`src/rtl/repeat_mask_row_generator_pkg.sv`:
```
// Shared types and constants for the repeat mask row generator.
// Contents:
//   mask_type_e  - mask generator flavours (only REPEAT is built here)
//   mg_state_e   - row generator FSM states
//   PATTERN_BITS, SENSOR_DIM_W, PERIOD_W - shared widths
//   mod_reduce() - modulo by subtraction, used for the phase update
package repeat_mask_row_generator_pkg;

  localparam int unsigned PATTERN_BITS = 32;
  localparam int unsigned SENSOR_DIM_W = 11;
  localparam int unsigned PERIOD_W     = 5;

  typedef enum logic [1:0] {
    REPEAT = 2'b00,
    SLIDE  = 2'b01,
    RANDOM = 2'b10
  } mask_type_e;

  typedef enum logic [0:0] {
    IDLE = 1'b0,
    EMIT = 1'b1
  } mg_state_e;

  // sum mod p for sum < 128 and p >= 1. Restoring subtraction of p<<k for k = 6..0;
  // no divider is inferred.
  function automatic logic [PERIOD_W-1:0] mod_reduce(input logic [6:0] sum,
                                                     input logic [PERIOD_W-1:0] p);
    logic [11:0] s;
    logic [11:0] sub;
    s = {5'b0, sum};
    for (int k = 6; k >= 0; k--) begin
      sub = {7'b0, p} << k;
      if (s >= sub) s = s - sub;
    end
    return PERIOD_W'(s);
  endfunction

endpackage

```
`src/rtl/repeat_mask_row_generator_if.sv`:
```
// Scheduler-side load bus plus downstream mask stream for the row generator.
// Modports:
//   master - drives the pattern load and mask_ready; observes the mask stream and status
//   slave  - the row generator itself
interface repeat_mask_row_generator_if #(
  parameter int unsigned OUT_W = 8
);
  import repeat_mask_row_generator_pkg::*;

  logic [SENSOR_DIM_W-1:0] image_sensor_w;
  logic [SENSOR_DIM_W-1:0] image_sensor_h;
  logic [PERIOD_W-1:0]     pattern_w;
  logic                    load_pattern;
  logic [0:PATTERN_BITS-1] pattern;
  logic                    mask_ready;
  logic [OUT_W-1:0]        mask_data;
  logic                    mask_valid;
  logic                    mask_last;
  logic                    mask_frame_last;
  logic                    rp_valid;
  logic                    busy;
  logic                    load_overrun;

  modport master (
    output image_sensor_w, image_sensor_h, pattern_w, load_pattern, pattern, mask_ready,
    input  mask_data, mask_valid, mask_last, mask_frame_last, rp_valid, busy, load_overrun
  );

  modport slave (
    input  image_sensor_w, image_sensor_h, pattern_w, load_pattern, pattern, mask_ready,
    output mask_data, mask_valid, mask_last, mask_frame_last, rp_valid, busy, load_overrun
  );

endinterface

```
`src/rtl/repeat_mask_row_generator_tiler.sv`:
```
// Combinational tiler: produces one OUT_W-bit beat of a row made by repeating a pattern.
// Ports:
//   pattern  - row pattern, bit 0 = first column of the period
//   period   - repeat period P (1..31)
//   phase    - pattern index of the beat's first column (< period)
//   col_base - absolute column of beat bit 0
//   width    - row width; columns at or beyond it are padded with 0
//   beat     - beat[j] = pattern[(phase + j) mod P] for column col_base + j
module repeat_mask_row_generator_tiler
  import repeat_mask_row_generator_pkg::*;
#(
  parameter int unsigned OUT_W = 8
) (
  input  logic [0:PATTERN_BITS-1] pattern,
  input  logic [PERIOD_W-1:0]     period,
  input  logic [PERIOD_W-1:0]     phase,
  input  logic [SENSOR_DIM_W-1:0] col_base,
  input  logic [SENSOR_DIM_W-1:0] width,
  output logic [OUT_W-1:0]        beat
);

  always_comb begin
    logic [PERIOD_W-1:0]   idx;
    logic [SENSOR_DIM_W:0] col;
    beat = '0;
    idx  = phase;
    col  = '0;
    for (int j = 0; j < OUT_W; j++) begin
      col = {1'b0, col_base} + (SENSOR_DIM_W + 1)'(j);
      if (col < {1'b0, width}) beat[j] = pattern[idx];
      // Walk the pattern index with a wrap instead of a per-bit modulo.
      idx = (idx == period - 1'b1) ? '0 : idx + 1'b1;
    end
  end

endmodule

```
`src/rtl/repeat_mask_row_generator.sv`:
```
// Mask-generator stage: captures a 1D row pattern on load_pattern, tiles it across the
// sensor width and streams the row as OUT_W-bit beats with valid/ready. rp_valid pulses
// when the row is finished so the scheduler can supply the next pattern.
// Ports:
//   clk     - rising-edge clock
//   rst_n   - synchronous active-low reset (takes effect regardless of clk_en)
//   clk_en  - 0 freezes all state and therefore all outputs
//   bus     - slave side of repeat_mask_row_generator_if (load bus + mask stream + status)
module repeat_mask_row_generator
  import repeat_mask_row_generator_pkg::*;
#(
  parameter int unsigned max_image_sensor_w = 50,
  parameter int unsigned max_image_sensor_h = 50,
  parameter int unsigned OUT_W              = 8
) (
  input logic                        clk,
  input logic                        rst_n,
  input logic                        clk_en,
  repeat_mask_row_generator_if.slave bus
);

  localparam logic [SENSOR_DIM_W-1:0] MaxW = SENSOR_DIM_W'(max_image_sensor_w);
  localparam logic [SENSOR_DIM_W-1:0] MaxH = SENSOR_DIM_W'(max_image_sensor_h);

  mg_state_e               state_q, state_d;
  logic [0:PATTERN_BITS-1] pat_q, pat_d;
  logic [SENSOR_DIM_W-1:0] w_q, w_d;
  logic [SENSOR_DIM_W-1:0] h_q, h_d;
  logic [PERIOD_W-1:0]     p_q, p_d;
  logic [PERIOD_W-1:0]     phase_q, phase_d;
  logic [SENSOR_DIM_W-1:0] col_q, col_d;     // beat * OUT_W
  logic [SENSOR_DIM_W-1:0] row_q, row_d;
  logic                    rp_valid_q, rp_valid_d;
  logic                    overrun_q, overrun_d;
  logic                    zero_pend_q, zero_pend_d;

  logic [SENSOR_DIM_W-1:0] w_clamp;
  logic [SENSOR_DIM_W-1:0] h_clamp;
  logic                    emitting;
  logic                    last_beat;
  logic                    handshake;
  logic                    row_done;
  logic [OUT_W-1:0]        tile_beat;

  // Load-time clamping: W to the sensor maximum, H to 1..max, P to at least 1.
  assign w_clamp = (bus.image_sensor_w > MaxW) ? MaxW : bus.image_sensor_w;
  always_comb begin
    h_clamp = bus.image_sensor_h;
    if (h_clamp == '0) h_clamp = SENSOR_DIM_W'(1);
    else if (h_clamp > MaxH) h_clamp = MaxH;
  end

  assign emitting  = (state_q == EMIT);
  assign last_beat = emitting &&
                     ((SENSOR_DIM_W + 1)'(col_q) + (SENSOR_DIM_W + 1)'(OUT_W)
                      >= (SENSOR_DIM_W + 1)'(w_q));
  assign handshake = emitting && bus.mask_ready;

  repeat_mask_row_generator_tiler #(
    .OUT_W(OUT_W)
  ) u_tiler (
    .pattern (pat_q),
    .period  (p_q),
    .phase   (phase_q),
    .col_base(col_q),
    .width   (w_q),
    .beat    (tile_beat)
  );

  always_comb begin
    state_d     = state_q;
    pat_d       = pat_q;
    w_d         = w_q;
    h_d         = h_q;
    p_d         = p_q;
    phase_d     = phase_q;
    col_d       = col_q;
    row_d       = row_q;
    rp_valid_d  = 1'b0;
    overrun_d   = 1'b0;
    zero_pend_d = 1'b0;
    row_done    = 1'b0;

    unique case (state_q)
      IDLE: begin
        if (bus.load_pattern) begin
          pat_d   = bus.pattern;
          w_d     = w_clamp;
          h_d     = h_clamp;
          p_d     = (bus.pattern_w == '0) ? PERIOD_W'(1) : bus.pattern_w;
          phase_d = '0;
          col_d   = '0;
          if (w_clamp == '0) begin
            // Empty row: complete immediately without entering EMIT.
            rp_valid_d  = 1'b1;
            zero_pend_d = 1'b1;
            row_done    = 1'b1;
          end else begin
            state_d = EMIT;
          end
        end
      end
      EMIT: begin
        // Loads are ignored for the whole row, including the last-beat handshake cycle.
        overrun_d = bus.load_pattern;
        if (handshake) begin
          phase_d = mod_reduce(7'(phase_q) + 7'(OUT_W), p_q);
          col_d   = col_q + SENSOR_DIM_W'(OUT_W);
          if (last_beat) begin
            state_d    = IDLE;
            rp_valid_d = 1'b1;
            row_done   = 1'b1;
          end
        end
      end
      default: state_d = IDLE;
    endcase

    if (row_done) row_d = (row_q >= h_d - 1'b1) ? '0 : row_q + 1'b1;
  end

  always_ff @(posedge clk) begin
    if (!rst_n) begin
      state_q     <= IDLE;
      pat_q       <= '0;
      w_q         <= '0;
      h_q         <= '0;
      p_q         <= PERIOD_W'(1);
      phase_q     <= '0;
      col_q       <= '0;
      row_q       <= '0;
      rp_valid_q  <= 1'b0;
      overrun_q   <= 1'b0;
      zero_pend_q <= 1'b0;
    end else if (clk_en) begin
      state_q     <= state_d;
      pat_q       <= pat_d;
      w_q         <= w_d;
      h_q         <= h_d;
      p_q         <= p_d;
      phase_q     <= phase_d;
      col_q       <= col_d;
      row_q       <= row_d;
      rp_valid_q  <= rp_valid_d;
      overrun_q   <= overrun_d;
      zero_pend_q <= zero_pend_d;
    end
  end

  // Outputs derive only from registers, so they hold while mask_ready or clk_en is low.
  assign bus.mask_data       = emitting ? tile_beat : '0;
  assign bus.mask_valid      = emitting;
  assign bus.mask_last       = last_beat;
  assign bus.mask_frame_last = last_beat && (row_q == h_q - 1'b1);
  assign bus.rp_valid        = rp_valid_q;
  assign bus.load_overrun    = overrun_q;
  assign bus.busy            = emitting || zero_pend_q;

endmodule

```
`src/flat_wrapper.sv`:
```
// flat-port wrapper written by rule: the top's interface ports become plain ports
module repeat_mask_row_generator_flat import repeat_mask_row_generator_pkg::*;
#(
  parameter int unsigned max_image_sensor_w = 50,
  parameter int unsigned max_image_sensor_h = 50,
  parameter int unsigned OUT_W              = 8
)
  (clk, rst_n, clk_en, bus_image_sensor_w, bus_image_sensor_h, bus_pattern_w, bus_load_pattern, bus_pattern, bus_mask_ready, bus_mask_data, bus_mask_valid, bus_mask_last, bus_mask_frame_last, bus_rp_valid, bus_busy, bus_load_overrun);
  repeat_mask_row_generator_if #(.OUT_W(OUT_W)) bus_i ();
  input logic clk;
  input logic rst_n;
  input logic clk_en;
  input wire logic [$bits(bus_i.image_sensor_w)-1:0] bus_image_sensor_w;
  input wire logic [$bits(bus_i.image_sensor_h)-1:0] bus_image_sensor_h;
  input wire logic [$bits(bus_i.pattern_w)-1:0] bus_pattern_w;
  input wire logic [$bits(bus_i.load_pattern)-1:0] bus_load_pattern;
  input wire logic [$bits(bus_i.pattern)-1:0] bus_pattern;
  input wire logic [$bits(bus_i.mask_ready)-1:0] bus_mask_ready;
  output wire logic [$bits(bus_i.mask_data)-1:0] bus_mask_data;
  output wire logic [$bits(bus_i.mask_valid)-1:0] bus_mask_valid;
  output wire logic [$bits(bus_i.mask_last)-1:0] bus_mask_last;
  output wire logic [$bits(bus_i.mask_frame_last)-1:0] bus_mask_frame_last;
  output wire logic [$bits(bus_i.rp_valid)-1:0] bus_rp_valid;
  output wire logic [$bits(bus_i.busy)-1:0] bus_busy;
  output wire logic [$bits(bus_i.load_overrun)-1:0] bus_load_overrun;
  assign bus_i.image_sensor_w = bus_image_sensor_w;
  assign bus_i.image_sensor_h = bus_image_sensor_h;
  assign bus_i.pattern_w = bus_pattern_w;
  assign bus_i.load_pattern = bus_load_pattern;
  assign bus_i.pattern = bus_pattern;
  assign bus_i.mask_ready = bus_mask_ready;
  assign bus_mask_data = bus_i.mask_data;
  assign bus_mask_valid = bus_i.mask_valid;
  assign bus_mask_last = bus_i.mask_last;
  assign bus_mask_frame_last = bus_i.mask_frame_last;
  assign bus_rp_valid = bus_i.rp_valid;
  assign bus_busy = bus_i.busy;
  assign bus_load_overrun = bus_i.load_overrun;
  repeat_mask_row_generator #(.max_image_sensor_w(max_image_sensor_w), .max_image_sensor_h(max_image_sensor_h), .OUT_W(OUT_W)) u_core (.clk(clk), .rst_n(rst_n), .clk_en(clk_en), .bus(bus_i));
endmodule
```
`config.mk`:
```
export PLATFORM = sky130hd
export DESIGN_NAME = repeat_mask_row_generator_flat
export DESIGN_NICKNAME = d
export VERILOG_FILES = /design/src/rtl/repeat_mask_row_generator_pkg.sv /design/src/rtl/repeat_mask_row_generator_if.sv /design/src/rtl/repeat_mask_row_generator_tiler.sv /design/src/rtl/repeat_mask_row_generator.sv /design/src/flat_wrapper.sv
export SDC_FILE = /design/constraint.sdc
export NUM_CORES = 1
export LEC_CHECK = 0
export CORE_UTILIZATION = 35
export CTS_BUF_LIST = sky130_fd_sc_hd__clkbuf_16
export CTS_CLUSTER_DIAMETER = 100
export DETAILED_ROUTE_END_ITERATION = 8
export MAX_ROUTING_LAYER = met4
export PLACE_DENSITY = 0.54
export SYNTH_ARGS = -nofsm -noshare
export SYNTH_HDL_FRONTEND = slang
export SYNTH_HIERARCHICAL = 1
export SYNTH_SLANG_ARGS = --single-unit
```
`constraint.sdc`:
```
create_clock -name clk -period 34.7 [get_ports clk]
set_input_delay 5.205 -clock clk [delete_from_list [all_inputs] [get_ports clk]]
set_output_delay 5.205 -clock clk [all_outputs]
set_load 0.01 [all_outputs]
```
Word level (Yosys, flattened, before mapping)
Cells that the tools add are included.

storage, ports and cells
  flip-flop bits (word level) = 90
  logic and storage cells = 179
  input port bits = 64
  output and inout bits = 14

cells by class
  reduce and logical (&&, ||, !) cells = 10
  magnitude comparators = 27
  bitwise logic cells = 9
  add/sub/neg operators = 28
  multiplexer cells = 84
  equal/unequal tests = 10

operator list
  operator                                                   number
  2-to-1 mux 12 bit                                          18
  2-to-1 mux 11 bit                                          8
  < comparator 12 x 11 -> 1 bit                              7
  2-to-1 mux 5 bit                                           11
  adder 11 x 3 -> 12 bit (second input constant)             4
  greater-or-equal comparator 6 bit (second input constant)  8
  NOT 5 -> 6 bit                                             8
  binary-select mux 1 bit (select 5 bit)                     8
  adder 5 x 1 -> 5 bit (second input constant)               7
  == test 5 bit                                              7
  2-to-1 mux 1 bit                                           34
  adder 11 x 2 -> 12 bit (second input constant)             2
  > comparator 11 x 6 -> 1 bit (second input constant)       2
  zero test 11 bit                                           2
  one-hot mux 11 bit (2 select lines)                        1
  subtractor 11 x 1 -> 11 bit (second input constant)        2
  adder 11 x 1 -> 12 bit (second input constant)             1
  adder 11 x 4 -> 12 bit (second input constant)             1
  greater-or-equal comparator 12 x 10 -> 1 bit               1
  greater-or-equal comparator 12 x 11 -> 1 bit               1
  greater-or-equal comparator 12 x 5 -> 1 bit                1
  greater-or-equal comparator 12 x 6 -> 1 bit                1
  greater-or-equal comparator 12 x 7 -> 1 bit                1
  greater-or-equal comparator 12 x 8 -> 1 bit                1
  26 further kinds                                           31

Depth between registers and ports, before layout
Gate-level depths: netlist of run 1.

  word-level depth = 29
  mapped depth = 70
  gate-level depth less buffers = 67

Hierarchy
The synthesis of run 1 kept the hierarchy.

modules (own cells, without submodules)
  module                           area each (um2)  times used  seq. area each (um2)  cells an instance
  repeat_mask_row_generator_tiler  7908.8           1           0.0                   1162
  repeat_mask_row_generator        7377.1           1           1741.7                941

Worst setup path after synthesis of run 1
Ideal clock, no wire load.

  kind = flip-flop to output port
  start = register u_core.p_q[0]
  end = output bus_mask_data[7]
  arrival = 10271 ps
  path buffers = 11
  path slack = 19224 ps
  cell stages (with the launch flop) = 51
  cells stage by stage = dfxtp_1 -> buf_2 -> inv_1 -> ha_1 -> xnor3_1 -> and3_1 -> buf_6 -> nand3_1 -> buf_2 -> nand2_1 -> clkinv_1 -> clkbuf_1 -> ha_1 -> clkbuf_1 -> nor3b_1 -> and3_1 -> a31o_2 -> nor3_4 -> [15 not listed] -> a211oi_1 -> o211ai_1 -> a22oi_1 -> o22a_1 -> nand3_1 -> clkbuf_1 -> nand2_1 -> inv_1 -> ha_1 -> clkbuf_1 -> xnor2_1 -> xnor2_1 -> mux2_2 -> nor2_1 -> o21ai_1 -> a32oi_1 -> o211ai_1 -> and2_1

on the way
  cells in the longest elaborated chain, start to end = 21
  elaborated cells on any way between the ends = 27
  classes of those cells = add/sub (7); eq/ne (7); mux (12); bitwise (1)

ends and longest elaborated chain
  element                                                       RTL line                               source
  start: declaration                                            repeat_mask_row_generator.sv:29        logic [PERIOD_W-1:0] p_q, p_d;
  start signal: assignment                                      repeat_mask_row_generator.sv:140       p_q <= p_d;
  subtractor 5 x 1 -> 5 bit (*)                                 --
  == test 5 bit                                                 repeat_mask_row_generator_tiler.sv:32  idx = (idx == period - 1'b1) ? '0 : idx + 1'b1;
  2-to-1 mux 5 bit                                              repeat_mask_row_generator_tiler.sv:32
  adder 5 x 1 -> 5 bit / == test 5 bit (equally long branches)  repeat_mask_row_generator_tiler.sv:32
  2-to-1 mux 5 bit                                              repeat_mask_row_generator_tiler.sv:32
  adder 5 x 1 -> 5 bit / == test 5 bit (equally long branches)  repeat_mask_row_generator_tiler.sv:32
  2-to-1 mux 5 bit                                              repeat_mask_row_generator_tiler.sv:32
  adder 5 x 1 -> 5 bit / == test 5 bit (equally long branches)  repeat_mask_row_generator_tiler.sv:32
  [5 not listed]                                                --
  adder 5 x 1 -> 5 bit / == test 5 bit (equally long branches)  repeat_mask_row_generator_tiler.sv:32
  2-to-1 mux 5 bit (*)                                          repeat_mask_row_generator_tiler.sv:32
  NOT 5 -> 6 bit (not written as such) (*)                      repeat_mask_row_generator_tiler.sv:30  if (col < {1'b0, width}) beat[j] = pattern[idx];
  binary-select mux 1 bit (select 5 bit) (*)                    repeat_mask_row_generator_tiler.sv:30
  2-to-1 mux 1 bit (not written as such) (*) (2 in a row)       repeat_mask_row_generator_tiler.sv:30
  2-to-1 mux 1 bit (*)                                          repeat_mask_row_generator_tiler.sv:30
  named net u_core.tile_beat[7]                                 repeat_mask_row_generator.sv:43        logic [OUT_W-1:0] tile_beat;
  2-to-1 mux 8 bit (*)                                          repeat_mask_row_generator.sv:151       assign bus.mask_data = emitting ? tile_beat : '0;
  end: declaration                                              flat_wrapper.sv:19                     output wire logic [$bits(bus_i.mask_data)-1:0] bus_mask_data;

Mark *: on every way through the listed nets, which the timed path passes. The rest lies on a longest branch. The select of a mux whose other input is x is not followed.

Worst setup path after layout of run 1
  start = register u_core.p_q[1]
  end = output bus_mask_data[7]

Same word-level chain as after synthesis.

==> key figures, run 1 <==
Run status
  • Status: complete, no violations

Placed design
  • Final GP Congestion: about 0.96
  • Post-DP HPWL: 39020 um
  • Placed Instance Area: 16400 um2
  • Port bufs: between 70 and 80

Finish
  • Area Growth Syn to Fin: 9.176%
  • Share of post-route cells with drive strength above 1: 6.188%
  • Design Area, Final: roughly 17000 um2
  • Nets: between 2000 and 2500

Timing
  • Setup TNS: 0 ns
  • Tmin final: 20.10 ns
  • Slew @ Worst Pin: between 1 and 1.5 ns
  • Clk_skew: between 0.007 and 0.008 ns
  • RSZ-0062 raised after global routing: false
  • Fin crit share: between 50% and 60%
  • Relative slew slack: about 17%
  • Max-slew violations: 0
  • Fmax: ~0.05 GHz
  • Final hold violation count: 0
  • Setup-failing EPs final: 0

Clocking
  • Post-cts hold buffer count: 0
  • TritonCTS buffer count: 9
  • Clock Tree Buf Depth: 2
  • CTS H-tree lvls: 3
  • CTS clk-pin slew, worst paths: around 0.070 ns
  • TritonCTS clock tree: built
  • Setup Fix Bufs, Post-CTS: 0
  • Root Driver: clkbuf_16
  • CTS resizes: 0
  • CTS Sinks: between 80 and 90
  • Worst-skew pair later-pin latency: around 0.37 ns

Synth
  • Synth area leaders: ha_1, dfxtp_1, nand2_1, xnor2_1, mux2i_1
  • Cell accounting for the most synthesized area: ha_1
  • Mapped Cells: about 2100
  • Syn. warnings: 6
  • Synth unique cells: 119
  • Cell with the most instances after synthesis: nand2_1
  • Post-synth top cells: nand2_1, nor2_1, ha_1
  • Ys flop type: dfxtp_1
  • EDFF count, synth: 0
  • Yosys top cell area share: about an eighth
  • Flops & latches, synth: 87
  • Ys async rst share: 0%
  • Netlist area before placement: 15290 um2
  • Synthesized area per cell: approximately 7.3 um2
  • Seq/Total Area, Yosys: about 11%

Worst setup path
  • FF-to-FF Start: u_core/p_q[1]$_SDFFE_PN0P_
  • Startpoint types: flop
  • CP endpoint kind: primary output
  • Worst Path Required: between 20 and 30 ns
  • Most frequent CP cell: nand2_1
  • CP peak stage delay: between 0.9 and 1 ns
  • Crit Path Max Fanout: 21
  • Worst EP arrival: 14.89 ns
  • Critical path class: reg -> out
  • Crit path launch: u_core/p_q[1]$_SDFFE_PN0P_
  • Slowest CP cell: ha_1

Floorplanning
  • Die span in y: around 210 um
  • IO Count: between 70 and 80
  • Die ar.: about 45000 um2
  • Die Span X: roughly 210 um
  • Initial Util: between 30 and 40%
  • Row count: 76
  • Core area: 43080 um2

Global route
  • GRT overflow: 0
  • First-pass GRT wire length: 83360 um
  • Global-route usage over all layers: around 24%
  • Largest net degree at the start of global routing: between 70 and 80
  • Initial antenna violation count: 6
  • Vias in the first global route: about 15000

Worst hold path
  • Tightest Hold Check Type: reg -> reg
  • Hold Startpoint: u_core/bus.load_overrun$_SDFFE_PN0P_

Routing
  • Post-route ant nets: 0
  • DRC viols: 0
  • WL per Instance: between 15 and 20 um
  • Vias: between 15000 and 20000
  • Final wirelength: ~53000 um
  • Drt pass-1 iters: 8
  • Vias per cell: approximately 5.9
  • Detailed router's first-iteration violation count: 1413

Job
  • Maxcap violations: 0
-- cells by family (layout without fill, tap and decap cells) --
kind of cell	count (synthesis)	count (layout)	synth area share, %
XOR/XNOR	145	145	8.726
adder cells (fa/ha/maj)	154	154	12.85
flip-flops	87	87	11.39
buffers and inverters	228	203	6.237
other	1	29	0.02453
AND/OR/NAND/NOR	816	816	26.86
multiplexers	82	82	6.074
AO/OA/AOI/OAI	590	590	27.84
-- metrics by stage --
stage               hold slack (ns)  utilization (%)  setup WS [ns]  instances
floorplan                    0.4401                -          19.22       2126
global placement             0.4700            38.07          15.78       2670
detailed placement           0.4745            38.07          15.35       2670
CTS                          0.4881            38.71          14.91       2686
global route                 0.5120            38.74          13.74       2691
finish                       0.4829            38.74          14.60       2691
-- flip-flops by register name (all words and copies together) (netlist names) --
register                 cells
u_core/bus.load_overrun      1
u_core/row_q                11
u_core/h_q                  11
u_core/col_q                 8
u_core/w_q                  11
u_core/p_q                   5
u_core/bus.rp_valid          1
u_core/bus.mask_valid        1
u_core/phase_q               5
u_core/pat_q                32
u_core/zero_pend_q           1
-- critical path, delay by kind of cell (launching register included) --
kind,cells,cell delay [ns]
multiplexers,2,0.70
adder cells (fa/ha/maj),5,3.19
AO/OA/AOI/OAI,12,2.66
XOR/XNOR,3,1.03
AND/OR/NAND/NOR,13,3.70
flip-flops,1,0.82
buffers and inverters,6,2.37
-- cell usage in the layout, fill, tap and decap left out, drive strengths merged, types with 29 or more instances in the layout --
cell | synthesis | final
nand2 | 262 | 262
nor2 | 159 | 159
ha | 149 | 149
a21oi | 116 | 116
o21ai | 109 | 109
inv | 92 | 96
dfxtp | 87 | 87
xnor2 | 79 | 79
clkdlybuf4s50 | 0 | 76
nand3 | 74 | 74
nor3 | 67 | 67
xor2 | 63 | 63
mux2i | 59 | 59
a21boi | 51 | 51
nor2b | 48 | 48
nand2b | 41 | 41
and3 | 35 | 35
a31oi | 31 | 31
o211ai | 30 | 30
a211oi | 29 | 29
-- routing by layer --
| metal | share of wire [%] | GRT usage (%) |
|---|---|---|
| met2 | 44 | 37.47 |
| met3 | 7.2 | 3.999 |
| met4 | 2.3 | 6.097 |
| met1 | 46 | 32.42 |
| met5 | 0 | - |
-- layout make-up --
class                   count  area [um2]
clock buffers               9       225.2
multi-input cells        1811       12680
well taps                 585       732.0
clock inverters             7       50.05
repair buffers             94       893.4
inverters                  93       349.1
flip-flops and latches     87        1742
fillers                  4505       26390
diodes                      5       12.51
-- path summary, 6_finish.rpt --
kind                                               end  cells after the start  slack, ns
setup / recovery                      bus_mask_data[7]                     41      14.60
hold / removal    u_core/bus.load_overrun$_SDFFE_PN0P_                      2       0.48
setup reg to reg        u_core/phase_q[3]$_SDFFE_PN0P_                     57      18.76
hold reg to reg   u_core/bus.load_overrun$_SDFFE_PN0P_                      2       0.48
Power of run 1 is left out: the tool's default activity adds up to more than one toggle a clock period on the data nets, which glitch-free logic cannot reach.
==> run 2, diff against run 1 <==
- PLACE_DENSITY: 0.54 -> 0.56
- clock period: 34.7 -> 17.2 ns (I/O delays scaled with it)
==> run 2 against run 1 <==
Against the previous run: clock-buffer cell count stayed put; final cell count hardly changed; routed wire length is 0.49% lower; setup slack worse by 14 ns; via count hardly changed; utilization is 0.17 points higher; register-to-register slack worse by 17 ns; sequential share of layout area hardly changed; clock skew is 0.0041 ns higher; critical path type unchanged; highest routed layer unchanged.
==> key figures, run 2 (synthesis gave the netlist of run 1 again) <==
Run status
  • Status: complete, no violations

Timing
  • RSZ-0062 raised after global routing: false
  • Setup-failing EPs final: 0 (unchanged)
  • Fin crit share: 95.68%
  • Slew @ Worst Pin: 1.073 ns (-0.1556 ns)
  • Tmin final: around 16 ns
  • Relative slew slack: 28.44% (+11 points)
  • Fmax: 0.06076 GHz
  • Setup TNS: 0 ns (unchanged)
  • Clk_skew: 0.01158 ns (+0.004122 ns)
  • Max-slew violations: 0 (unchanged)
  • Final hold violation count: 0 (unchanged)

Floorplanning
  • IO Count: 78 (unchanged)
  • Die ar.: 44510 um2 (unchanged)
  • Die span in y: 211.0 um (unchanged)
  • Die Span X: 211.0 um (unchanged)
  • Row count: 76 (unchanged)
  • Initial Util: 35.49% (unchanged)
  • Core area: 43080 um2 (unchanged)

Clocking
  • CTS clk-pin slew, worst paths: 0.08 ns (about the same)
  • Worst-skew pair later-pin latency: 0.38 ns (about the same)
  • CTS Sinks: 87 (unchanged)
  • Post-cts hold buffer count: 0 (unchanged)
  • TritonCTS buffer count: 9 (unchanged)
  • CTS H-tree lvls: 3 (unchanged)
  • Clock Tree Buf Depth: 2 (unchanged)
  • TritonCTS clock tree: built
  • Root Driver: clkbuf_16

Worst setup path
  • Startpoint types: flop
  • R2R Setup Slk: 1.93 ns (-16.83 ns)
  • Worst EP arrival: 13.88 ns (-1.01 ns)
  • Crit Path Max Fanout: 21 (unchanged)
  • Slowest CP cell: ha_1
  • Critical path class: reg -> out
  • Worst Path Required: 14.62 ns (-14.87 ns)
  • FF-to-FF Start: u_core/phase_q[4]$_SDFFE_PN0P_
  • CP peak stage delay: 0.61 ns (-0.30 ns)
  • Crit path launch: u_core/p_q[0]$_SDFFE_PN1P_
  • CP endpoint kind: primary output

Routing
  • Final wirelength: 52740 um (-0.49%)
  • WL per Instance: 19.58 um (-0.56%)
  • Drt pass-1 iters: 6 (-2)
  • Detailed router's first-iteration violation count: 1302 (-7.9%)
  • Vias: 15890 (+0.025%)
  • Post-route ant nets: 0 (unchanged)
  • Vias per cell: 5.899 (about the same)
  • DRC viols: 0 (unchanged)

Placed design
  • Final GP Congestion: 0.9679 (+0.73%)
  • Post-DP HPWL: 39280 um (+0.66%)
  • Port bufs: 77 (unchanged)

Job
  • Maxcap violations: 0 (unchanged)

Finish
  • Most common cell after layout, fill and taps aside: nand2_1
  • Nets: 2318 (+0.17%)
  • Largest Register: u_core/pat_q
  • Area Growth Syn to Fin: 9.659%
  • Number of flip-flops under the largest register name: 32 (unchanged)
  • Commonest non-fill, non-tap cells in the layout: nand2_1, nor2_1, ha_1, a21oi_1, o21ai_0
  • Share of post-route cells with drive strength above 1: 6.603% (+0.42 points)

Global route
  • Global-route usage over all layers: 24.28% (+0.12 points)
  • Largest net degree at the start of global routing: 79 (unchanged)
  • GRT overflow: 0 (unchanged)
  • Vias in the first global route: 15060 (+1.8%)
  • First-pass GRT wire length: 84000 um (+0.77%)
  • Initial antenna violation count: 3 (-3)

Worst hold path
  • Tightest Hold Check Type: reg -> reg
  • Hold Startpoint: u_core/bus.load_overrun$_SDFFE_PN0P_
==> run 2: cell types whose count changed in the layout (fill, tap and decap cells not counted), sizes merged <==
cell,delta
inv,-1
buf,+4
clkinv,+1
diode,-2
==> run 2: through the flow <==
step | setup slack [ns] | hold slack [ns] | instance area [um2] | instances | utilization, %
final | 0.7425 | 0.4869 | 16760 | 2693 | 38.91
after global routing | 0.01178 | 0.5080 | 16760 | 2693 | 38.91
after floorplan | 4.281 | 0.4401 | 15370 | 2126 | -
after global placement | 1.205 | 0.4676 | 16430 | 2674 | 38.14
after detailed placement | 1.127 | 0.4721 | 16430 | 2674 | 38.14
after CTS | 0.6249 | 0.4904 | 16740 | 2690 | 38.87
==> run 2: worst max-delay path, delay by kind of cell, from the launching register on <==
| kind | cells | cell delay (ns) |
|---|---|---|
| DFF | 1 | 0.51 |
| AOI/OAI and AO/OA | 11 | 2.57 |
| and+or+nand+nor | 13 | 3.36 |
| muxes | 2 | 0.82 |
| buffers and inverters | 8 | 2.90 |
| xor gates and xnor gates | 3 | 0.77 |
| adders and majority gates | 5 | 2.53 |
==> run 2: layer usage <==
| layer | track usage [%] | vias to the layer above | share of wire, % |
|---|---|---|---|
| li1 | - | 7663 | - |
| met1 | 32.44 | 7545 | 46 |
| met2 | 38.50 | 603 | 45 |
| met3 | 3.003 | 75 | 6.5 |
| met4 | 6.397 | 0 | 2.0 |
| met5 | - | - | 0 |
==> run 2: cell type report <==
cell class	instances	area, um2
fillers	4492	26310
multi-input cells	1811	12690
flip-flops and latches	87	1743
repair buffers	98	923.4
well taps	585	732.0
inverters	93	352.8
clock buffers	9	225.2
clock inverters	7	86.33
diodes	3	7.507
==> run 2: path summary, 6_finish.rpt <==
kind	to	depth (start not counted)
setup reg to reg	u_core/phase_q[3]$_SDFFE_PN0P_	60
setup / recovery	bus_mask_data[7]	42
hold / removal	u_core/bus.load_overrun$_SDFFE_PN0P_	2
hold reg to reg	u_core/bus.load_overrun$_SDFFE_PN0P_	2
==> run 2: what timing repair did <==
action                     in CTS  in global routing
gates resized for setup         0                  3
setup endpoints to repair       0                  1
setup buffers                   0                  0
Power of run 2 is left out for the same reason.
